[src/rtl/multicycle_ctrl.sv]
// Multicycle MIPS control FSM: state-decoded datapath controls plus ALU control decode.
// Write/load enables and status pulses are gated by rst_n so they drop the instant reset asserts.
module multicycle_ctrl #(
    parameter int STATE_W = 4
) (
    input  logic               clk,
    input  logic               rst_n,
    input  logic [5:0]         op,
    input  logic [5:0]         funct,
    input  logic               zero,
    output logic               iorD,
    output logic               memWrite,
    output logic               irWrite,
    output logic               regDst,
    output logic               memtoReg,
    output logic               regWrite,
    output logic               aluSrcA,
    output logic [1:0]         aluSrcB,
    output logic [1:0]         pcSrc,
    output logic               pcEn,
    output logic [2:0]         aluCtrl,
    output logic               instrDone,
    output logic               illegalOp,
    output logic [STATE_W-1:0] state
);

    typedef enum logic [3:0] {
        FETCH    = 4'd0,
        DECODE   = 4'd1,
        MEMADR   = 4'd2,
        MEMREAD  = 4'd3,
        MEMWB    = 4'd4,
        MEMWRITE = 4'd5,
        EXECUTE  = 4'd6,
        ALUWB    = 4'd7,
        BRANCH   = 4'd8,
        ADDIEX   = 4'd9,
        ADDIWB   = 4'd10,
        JUMP     = 4'd11
    } state_t;

    localparam logic [5:0] OP_LW    = 6'b100011;
    localparam logic [5:0] OP_SW    = 6'b101011;
    localparam logic [5:0] OP_RTYPE = 6'b000000;
    localparam logic [5:0] OP_BEQ   = 6'b000100;
    localparam logic [5:0] OP_ADDI  = 6'b001000;
    localparam logic [5:0] OP_J     = 6'b000010;

    state_t     state_q, state_d;
    logic       pcWrite, branch, unreachable;
    logic [1:0] aluOp;
    logic       memWriteRaw, irWriteRaw, regWriteRaw, instrDoneRaw, illegalOpRaw;
    logic [2:0] aluDec;

    always_ff @(posedge clk or negedge rst_n) begin
        if (!rst_n) begin
            state_q <= FETCH;
        end else begin
            state_q <= state_d;
        end
    end

    always_comb begin
        state_d      = FETCH;
        iorD         = 1'b0;
        memWriteRaw  = 1'b0;
        irWriteRaw   = 1'b0;
        regDst       = 1'b0;
        memtoReg     = 1'b0;
        regWriteRaw  = 1'b0;
        aluSrcA      = 1'b0;
        aluSrcB      = 2'b00;
        pcSrc        = 2'b00;
        pcWrite      = 1'b0;
        branch       = 1'b0;
        aluOp        = 2'b00;
        instrDoneRaw = 1'b0;
        illegalOpRaw = 1'b0;
        unreachable  = 1'b0;
        case (state_q)
            FETCH: begin
                aluSrcB    = 2'b01;
                irWriteRaw = 1'b1;
                pcWrite    = 1'b1;
                state_d    = DECODE;
            end
            DECODE: begin
                aluSrcB = 2'b11;
                case (op)
                    OP_LW, OP_SW: state_d = MEMADR;
                    OP_RTYPE:     state_d = EXECUTE;
                    OP_BEQ:       state_d = BRANCH;
                    OP_ADDI:      state_d = ADDIEX;
                    OP_J:         state_d = JUMP;
                    default: begin
                        state_d      = FETCH;
                        illegalOpRaw = 1'b1;
                    end
                endcase
            end
            MEMADR: begin
                aluSrcA = 1'b1;
                aluSrcB = 2'b10;
                // The IR still holds the opcode here, so lw/sw is re-decoded from op.
                state_d = (op == OP_SW) ? MEMWRITE : MEMREAD;
            end
            MEMREAD: begin
                iorD    = 1'b1;
                state_d = MEMWB;
            end
            MEMWB: begin
                memtoReg     = 1'b1;
                regWriteRaw  = 1'b1;
                instrDoneRaw = 1'b1;
            end
            MEMWRITE: begin
                iorD         = 1'b1;
                memWriteRaw  = 1'b1;
                instrDoneRaw = 1'b1;
            end
            EXECUTE: begin
                aluSrcA = 1'b1;
                aluOp   = 2'b10;
                state_d = ALUWB;
            end
            ALUWB: begin
                regDst       = 1'b1;
                regWriteRaw  = 1'b1;
                instrDoneRaw = 1'b1;
            end
            BRANCH: begin
                aluSrcA      = 1'b1;
                aluOp        = 2'b01;
                pcSrc        = 2'b01;
                branch       = 1'b1;
                instrDoneRaw = 1'b1;
            end
            ADDIEX: begin
                aluSrcA = 1'b1;
                aluSrcB = 2'b10;
                state_d = ADDIWB;
            end
            ADDIWB: begin
                regWriteRaw  = 1'b1;
                instrDoneRaw = 1'b1;
            end
            JUMP: begin
                pcSrc        = 2'b10;
                pcWrite      = 1'b1;
                instrDoneRaw = 1'b1;
            end
            default: unreachable = 1'b1;
        endcase
    end

    always_comb begin
        aluDec = 3'b010;
        case (aluOp)
            2'b01: aluDec = 3'b110;
            2'b10: begin
                case (funct)
                    6'b100000: aluDec = 3'b010;
                    6'b100010: aluDec = 3'b110;
                    6'b100100: aluDec = 3'b000;
                    6'b100101: aluDec = 3'b001;
                    6'b101010: aluDec = 3'b111;
                    default:   aluDec = 3'b010;
                endcase
            end
            default: aluDec = 3'b010;
        endcase
    end

    assign aluCtrl   = unreachable ? 3'b000 : aluDec;
    assign memWrite  = memWriteRaw  & rst_n;
    assign irWrite   = irWriteRaw   & rst_n;
    assign regWrite  = regWriteRaw  & rst_n;
    assign instrDone = instrDoneRaw & rst_n;
    assign illegalOp = illegalOpRaw & rst_n;
    // zero only matters in BRANCH, and feeds pcEn without a register in between.
    assign pcEn      = (pcWrite | (branch & zero)) & rst_n;
    assign state     = state_q;

endmodule

[config.mk]
export PLATFORM = sky130hd
export DESIGN_NAME = multicycle_ctrl
export DESIGN_NICKNAME = d
export VERILOG_FILES = /design/src/rtl/multicycle_ctrl.sv
export SDC_FILE = /design/constraint.sdc
export NUM_CORES = 1
export LEC_CHECK = 0
export ABC_AREA = 1
export CORE_UTILIZATION = 38
export CTS_CLUSTER_SIZE = 30
export DETAILED_ROUTE_END_ITERATION = 6
export MAX_ROUTING_LAYER = met4
export PLACE_DENSITY = 0.88
export SLEW_MARGIN = 10
export SYNTH_ARGS = -nofsm -noshare
export SYNTH_HDL_FRONTEND = slang
export SYNTH_SLANG_ARGS = --single-unit
export TNS_END_PERCENT = 50
[constraint.sdc]
create_clock -name clk -period 2.1 [get_ports clk]
set_clock_uncertainty 0.05 [all_clocks]
set_input_delay 0.42 -clock clk [delete_from_list [all_inputs] [get_ports clk]]
set_output_delay 0.42 -clock clk [all_outputs]
set_load 0.005 [all_outputs]
Word level (Yosys, flattened, before mapping)
Cells that the tools add are included.
{"block": "word_totals", "regBits": 4, "output_inout_bits": 21, "in_bits": 15}
{"block": "op_classes", "n_reduce_logical": 11, "bitwise": 8, "eq_ne": 22, "n_mux": 21}
{"cell": "== test 6 bit, second input constant", "count": 6}
{"cell": "one-hot mux 4 bit (6 select lines)", "count": 1}
{"cell": "one-hot mux 4 bit (5 select lines)", "count": 1}
{"cell": "== test 4 x 3 -> 1 bit, second input constant", "count": 4}
{"cell": "== test 4 bit, second input constant", "count": 4}
{"cell": "2-to-1 mux 1 bit", "count": 12}
{"cell": "one-hot mux 3 bit (4 select lines)", "count": 1}
{"cell": "OR reduction 12 bit", "count": 1}
{"cell": "OR reduction 6 bit", "count": 2}
{"cell": "== test 4 x 2 -> 1 bit, second input constant", "count": 2}
{"cell": "one-hot mux 2 bit (2 select lines)", "count": 2}
{"cell": "OR reduction 2 bit", "count": 4}
{"cell": "bitwise AND 1 bit", "count": 7}
{"cell": "== test 6 x 2 -> 1 bit, second input constant", "count": 1}
{"cell": "== test 6 x 3 -> 1 bit, second input constant", "count": 1}
{"cell": "== test 6 x 4 -> 1 bit, second input constant", "count": 1}
{"cell": "zero test 6 bit", "count": 1}
{"cell": "2-to-1 mux 3 bit", "count": 2}
{"cell": "one-hot mux 2 bit (3 select lines)", "count": 1}
{"cell": "one-hot mux 3 bit (2 select lines)", "count": 1}
{"cell": "== test 4 x 1 -> 1 bit, second input constant", "count": 1}
{"cell": "zero test 4 bit", "count": 1}
{"cell": "OR reduction 4 bit", "count": 1}
{"cell": "OR reduction 3 bit", "count": 1}
{"cell": "other kinds (3)", "count": 3}

Depth between registers and ports, before layout
Gate-level depths: netlist (run 1).
{"block": "depth", "ltp_word": 5, "depth_mapped": 10, "mapped_depth_nobuf": 10}

Worst setup path before layout (run 1)
OpenSTA, ideal clock, no wires.
{"block": "synth_timing", "kind": "register to output", "start": "register state_q[0], in the netlist state[0]", "end": "output port aluCtrl[2]", "arrival_ps": 1414, "setup_slack_ps": 216, "path_buffers": 0, "stages_incl_launch_ff": 9, "path_cell_list": "dfrtp_1 nor2_1 inv_2 nor2_2 inv_1 ha_1 inv_1 nand2_1 a21oi_1"}
{"block": "synth_via", "elab_chain_len": 5, "word_cells_on_any_way": 18, "cone_classes": "eq/ne (13); mux (3); reduce/logical (2)"}
{"item": "start: declaration", "line": "49", "rtl": "state_t state_q, state_d;"}
{"item": "start signal: assignment", "line": "59", "rtl": "state_q <= state_d;"}
{"item": "== test 4 bit / == test 4 x 3 -> 1 bit (equally long branches)", "line": "80", "rtl": "case (state_q)"}
{"item": "one-hot mux 2 bit (2 select lines)", "line": "80"}
{"item": "== test 2 bit / == test 2 x 1 -> 1 bit (equally long branches)", "line": "158", "rtl": "case (aluOp)"}
{"item": "one-hot mux 3 bit (2 select lines)", "line": "158"}
{"item": "2-to-1 mux 3 bit (*)", "line": "174", "rtl": "assign aluCtrl = unreachable ? 3'b000 : aluDec;"}
{"item": "end: declaration", "line": "21", "rtl": "output logic [2:0] aluCtrl,"}
Every way passes the cells marked *; elsewhere a longest branch is shown, timed or not.

Final worst setup path (run 1)
{"block": "layout_timing", "start": "register state_q[0], in the netlist state[0]", "end": "output port aluCtrl[0]"}
Same word-level chain as after synthesis.

==> metrics.md, run 1 <==
| Metric | Value |
|---|---|
| Status | `finished, violations left` |
| Failing checks | `setup timing` |
| Crit path max fanout | `3` |
| DP Area | `0.00118 mm²` |
| Reg2Reg Depth | `7` |
| Die area | `0.00185 mm²` |
| I/O Buffers | `35` |
| WP data arrival | `1.68 ns` |
| H-tree depth | `1` |
| Die Wd | `43.1 µm` |
| Leakage power | `0.778 nW` |
| Comb pwr share | `78.7%` |
| # setup viols final | `2` |
| Post-synthesis sequential area ratio | `15.6%` |
| Relative slew slack | `83.5%` |
| Total power | `1.04 mW` |
| Number of global-route vias before repair | `1,016` |
| YS warnings | `0` |
| Clock share of power | `9.4%` |
| Worst-path clk slew | `0.04 ns` |
| Syn_nets | `134` |
| Routed WL | `2910 µm` |
| Register share of total power | `11.9%` |
| All-Layer GR Usage | `27.9%` |
| Worst Path Required | `1.63 ns` |
| Final worst setup slack | `-0.0547 ns` |
| Switch share | `45.6%` |
| Multiplexer share of the synthesized area | `0%` |
| Final hold vios | `0` |
| Slew Limit Fails | `0` |
| Reg-to-Reg End | `state[2]$_DFF_PN0_` |
| Largest net degree at the start of global routing | `8` |
| Area share of the largest cell type after synthesis | `15.6%` |
| CP Launch Type | `flip-flop` |
| DRC viols | `0` |
| Layout cells sized above 1 | `41.8%` |
| DRT antenna net count | `0` |
| Seq cells post-synth | `4` |
| Initial Util | `41.6%` |
| Critical Path End Type | `output port` |
| Max clock buf depth | `2` |
| Area growth, synth to finish | `110%` |
| Pre-antenna DRT Iters | `4` |
| Routability congestion estimate | `0.887` |
| CTS tree | `yes` |
| Synth Area per Inst | `5.48 µm²` |
| Clk sinks | `4` |
| Design area | `0.00135 mm²` |
| Clock Root Buffer | `clkbuf_4` |
| Synth Cell Area | `641 µm²` |
| HPWL Detailed | `1760 µm` |
| RSZ-0062 raised after global routing | `true` |
| Final core occ | `87.3%` |
| # rows | `14` |
| GRT overflow | `0` |
| Worst hold slack | `0.267 ns` |
| First-pass GRT wire length | `3880 µm` |
| XOR/XNOR Fraction of Synth Area | `0%` |
| Adder-cell share of the synthesized area | `3.91%` |
| Nets | `201` |
| Worst reg2reg startpoint | `state[1]$_DFF_PN0_` |
| Compound-Gate Fraction of Synth Area | `9.77%` |
| Drt wl/cell | `14.7 µm` |
| Synth unique cells | `17` |
| Core ar. | `0.00154 mm²` |
| Max-cap check violation count | `0` |
| Via density | `5.31` |
| I/O pin cnt | `36` |
| CTS Buf Count | `3` |
| CP Class | `reg2out` |
| Power Density | `771 mW/mm²` |
| Switching Power | `474 µW` |
| DRT iter0 DRCs | `20` |
| Clock Latency Late Sink | `0.24 ns` |
| Initial antenna violation count | `0` |
| Slew at the pin closest to its max-slew limit | `0.248 ns` |
| Min Tclk post-route | `2.15 ns` |
| Area leader, netlist | `dfrtp_1` |
| Largest family of logic cells by synthesized area | `simple AND/OR/NAND/NOR gates` |
| Final antenna diode count | `0` |
| Die Ht | `43.1 µm` |
| Max reg flops | `4` |
| Post-synthesis simple-gate area fraction | `54.9%` |
| Routed vias | `1,052` |
| Part of the cycle the worst path needs | `103%` |
| R2r setup slk | `0.67 ns` |
| Synth Instances | `117` |
| Int Pwr | `565 µW` |
| Hold buffer count at CTS | `0` |
| Synth area leaders | `dfrtp_1 16%, nand2_1 15%, nand3_1 13%` |
| Max VDD drop | `0.821 mV` |
| Hold Path Class | `in2async` |
| FMAX | `464 MHz` |
==> worst max-delay path, stage by stage (launching register included) <==
cell	delay [ns]
dfrtp_1	0.40
buf_6	0.13
inv_2	0.07
nand2_4	0.06
nor2_4	0.16
ha_4	0.22
inv_4	0.05
nand2_2	0.05
nor2_1	0.14
buf_2	0.14
==> cell usage in the layout, fill, tap and decap left out, types with 3 or more instances in the layout <==
cell	count
a21oi_1	3
buf_2	3
buf_4	24
buf_6	3
clkbuf_4	3
clkdlybuf4s50_1	12
dfrtp_1	4
dlygate4sd2_1	10
dlymetal6s2s_1	9
inv_1	14
inv_2	11
nand2_1	24
nand2_2	3
nand2_4	3
nand3_1	12
nand3_2	4
nor2_1	13
nor2_2	7
nor2_4	6
o21ai_0	3
==> metal layers <==
metal	part of all wire [%]	vias up	track usage, %
met5	0	-	-
met4	3.1	0	9.70
met3	5.8	16	5.96
met2	55	53	53.6
met1	36	485	26.9
li1	-	498	-
==> metrics by stage <==
step	setup TNS (ns)	setup slack, ns	std cells
after floorplan	0	0.216	117
after global placement	-1.09	-0.228	190
after detailed placement	-1.55	-0.324	190
after CTS	-0.0222	-0.0152	193
after global routing	-0.308	-0.108	198
final	-0.0666	-0.0547	198
==> synthesized netlist by cell type (all sizes together) <==
cell    number
a21oi        5
nand3       16
a31oi        1
dfrtp        4
o211ai       1
o21ai        3
nor3         1
nor2        26
nand2       30
inv         27
nand4        1
ha           2
==> power by group through the flow <==
stage / Combinational (mW) / Clock (mW) / Sequential [mW]
floorplan: 0.285 / 0 / 0.141
global placement: 0.701 / 0 / 0.116
detailed placement: 0.720 / 0 / 0.117
CTS: 0.706 / 0.0976 / 0.119
global route: 0.863 / 0.104 / 0.126
finish: 0.817 / 0.0978 / 0.123
==> area by class of cell <==
class                      count  area (µm²)
inverter                      27         106
timing repair buffer          62         554
clock buffer                   3        22.5
fill                          82         195
tap                           16        20.0
sequential                     4         100
multi-input combinational     86         543
==> how the worst max path moves through the flow <==
stage / to / cells after the start / slack [ns] / from
2_1_floorplan: aluCtrl[2] / 8 / 0.22 / state[0]$_DFF_PN0_
3_5_place_dp: aluCtrl[0] / 8 / -0.32 / funct[1]
6_report: aluCtrl[0] / 9 / -0.05 / state[0]$_DFF_PN0_
4_1_cts: aluCtrl[1] / 10 / -0.02 / state[1]$_DFF_PN0_
3_3_place_gp: illegalOp / 6 / -0.23 / op[0]
5_1_grt: aluCtrl[0] / 9 / -0.11 / state[0]$_DFF_PN0_
==> timing repair <==
action | CTS | global route
pin swaps | 9 | 6
gates resized for setup | 35 | 30
buffers inserted | 0 | 5
gates cloned | 0 | 0
endpoints found under the hold margin | 0 | 0
setup endpoints to repair | 14 | 7
==> kinds of logic (layout without fill, tap and decap cells) <==
group | after synthesis | count (layout)
flip-flops | 4 | 4
adder cells (fa/ha/maj) | 2 | 2
buffers and inverters | 27 | 92
AND/OR/NAND/NOR | 74 | 74
AO/OA/AOI/OAI | 10 | 10
(Power assumes the default switching activity.)
==> inputs of run 2 (changes only) <==
--- a/config.mk
+++ b/config.mk
@@ -6,9 +6,11 @@
 export NUM_CORES = 1
 export LEC_CHECK = 0
 export ABC_AREA = 1
+export CAP_MARGIN = 10
 export CORE_UTILIZATION = 38
 export CTS_CLUSTER_SIZE = 30
 export DETAILED_ROUTE_END_ITERATION = 6
+export HOLD_SLACK_MARGIN = 0.12
 export MAX_ROUTING_LAYER = met4
 export PLACE_DENSITY = 0.88
 export SLEW_MARGIN = 10
==> results of run 2 <==
Final layout, timing and power as in run 1 (identical DEF).
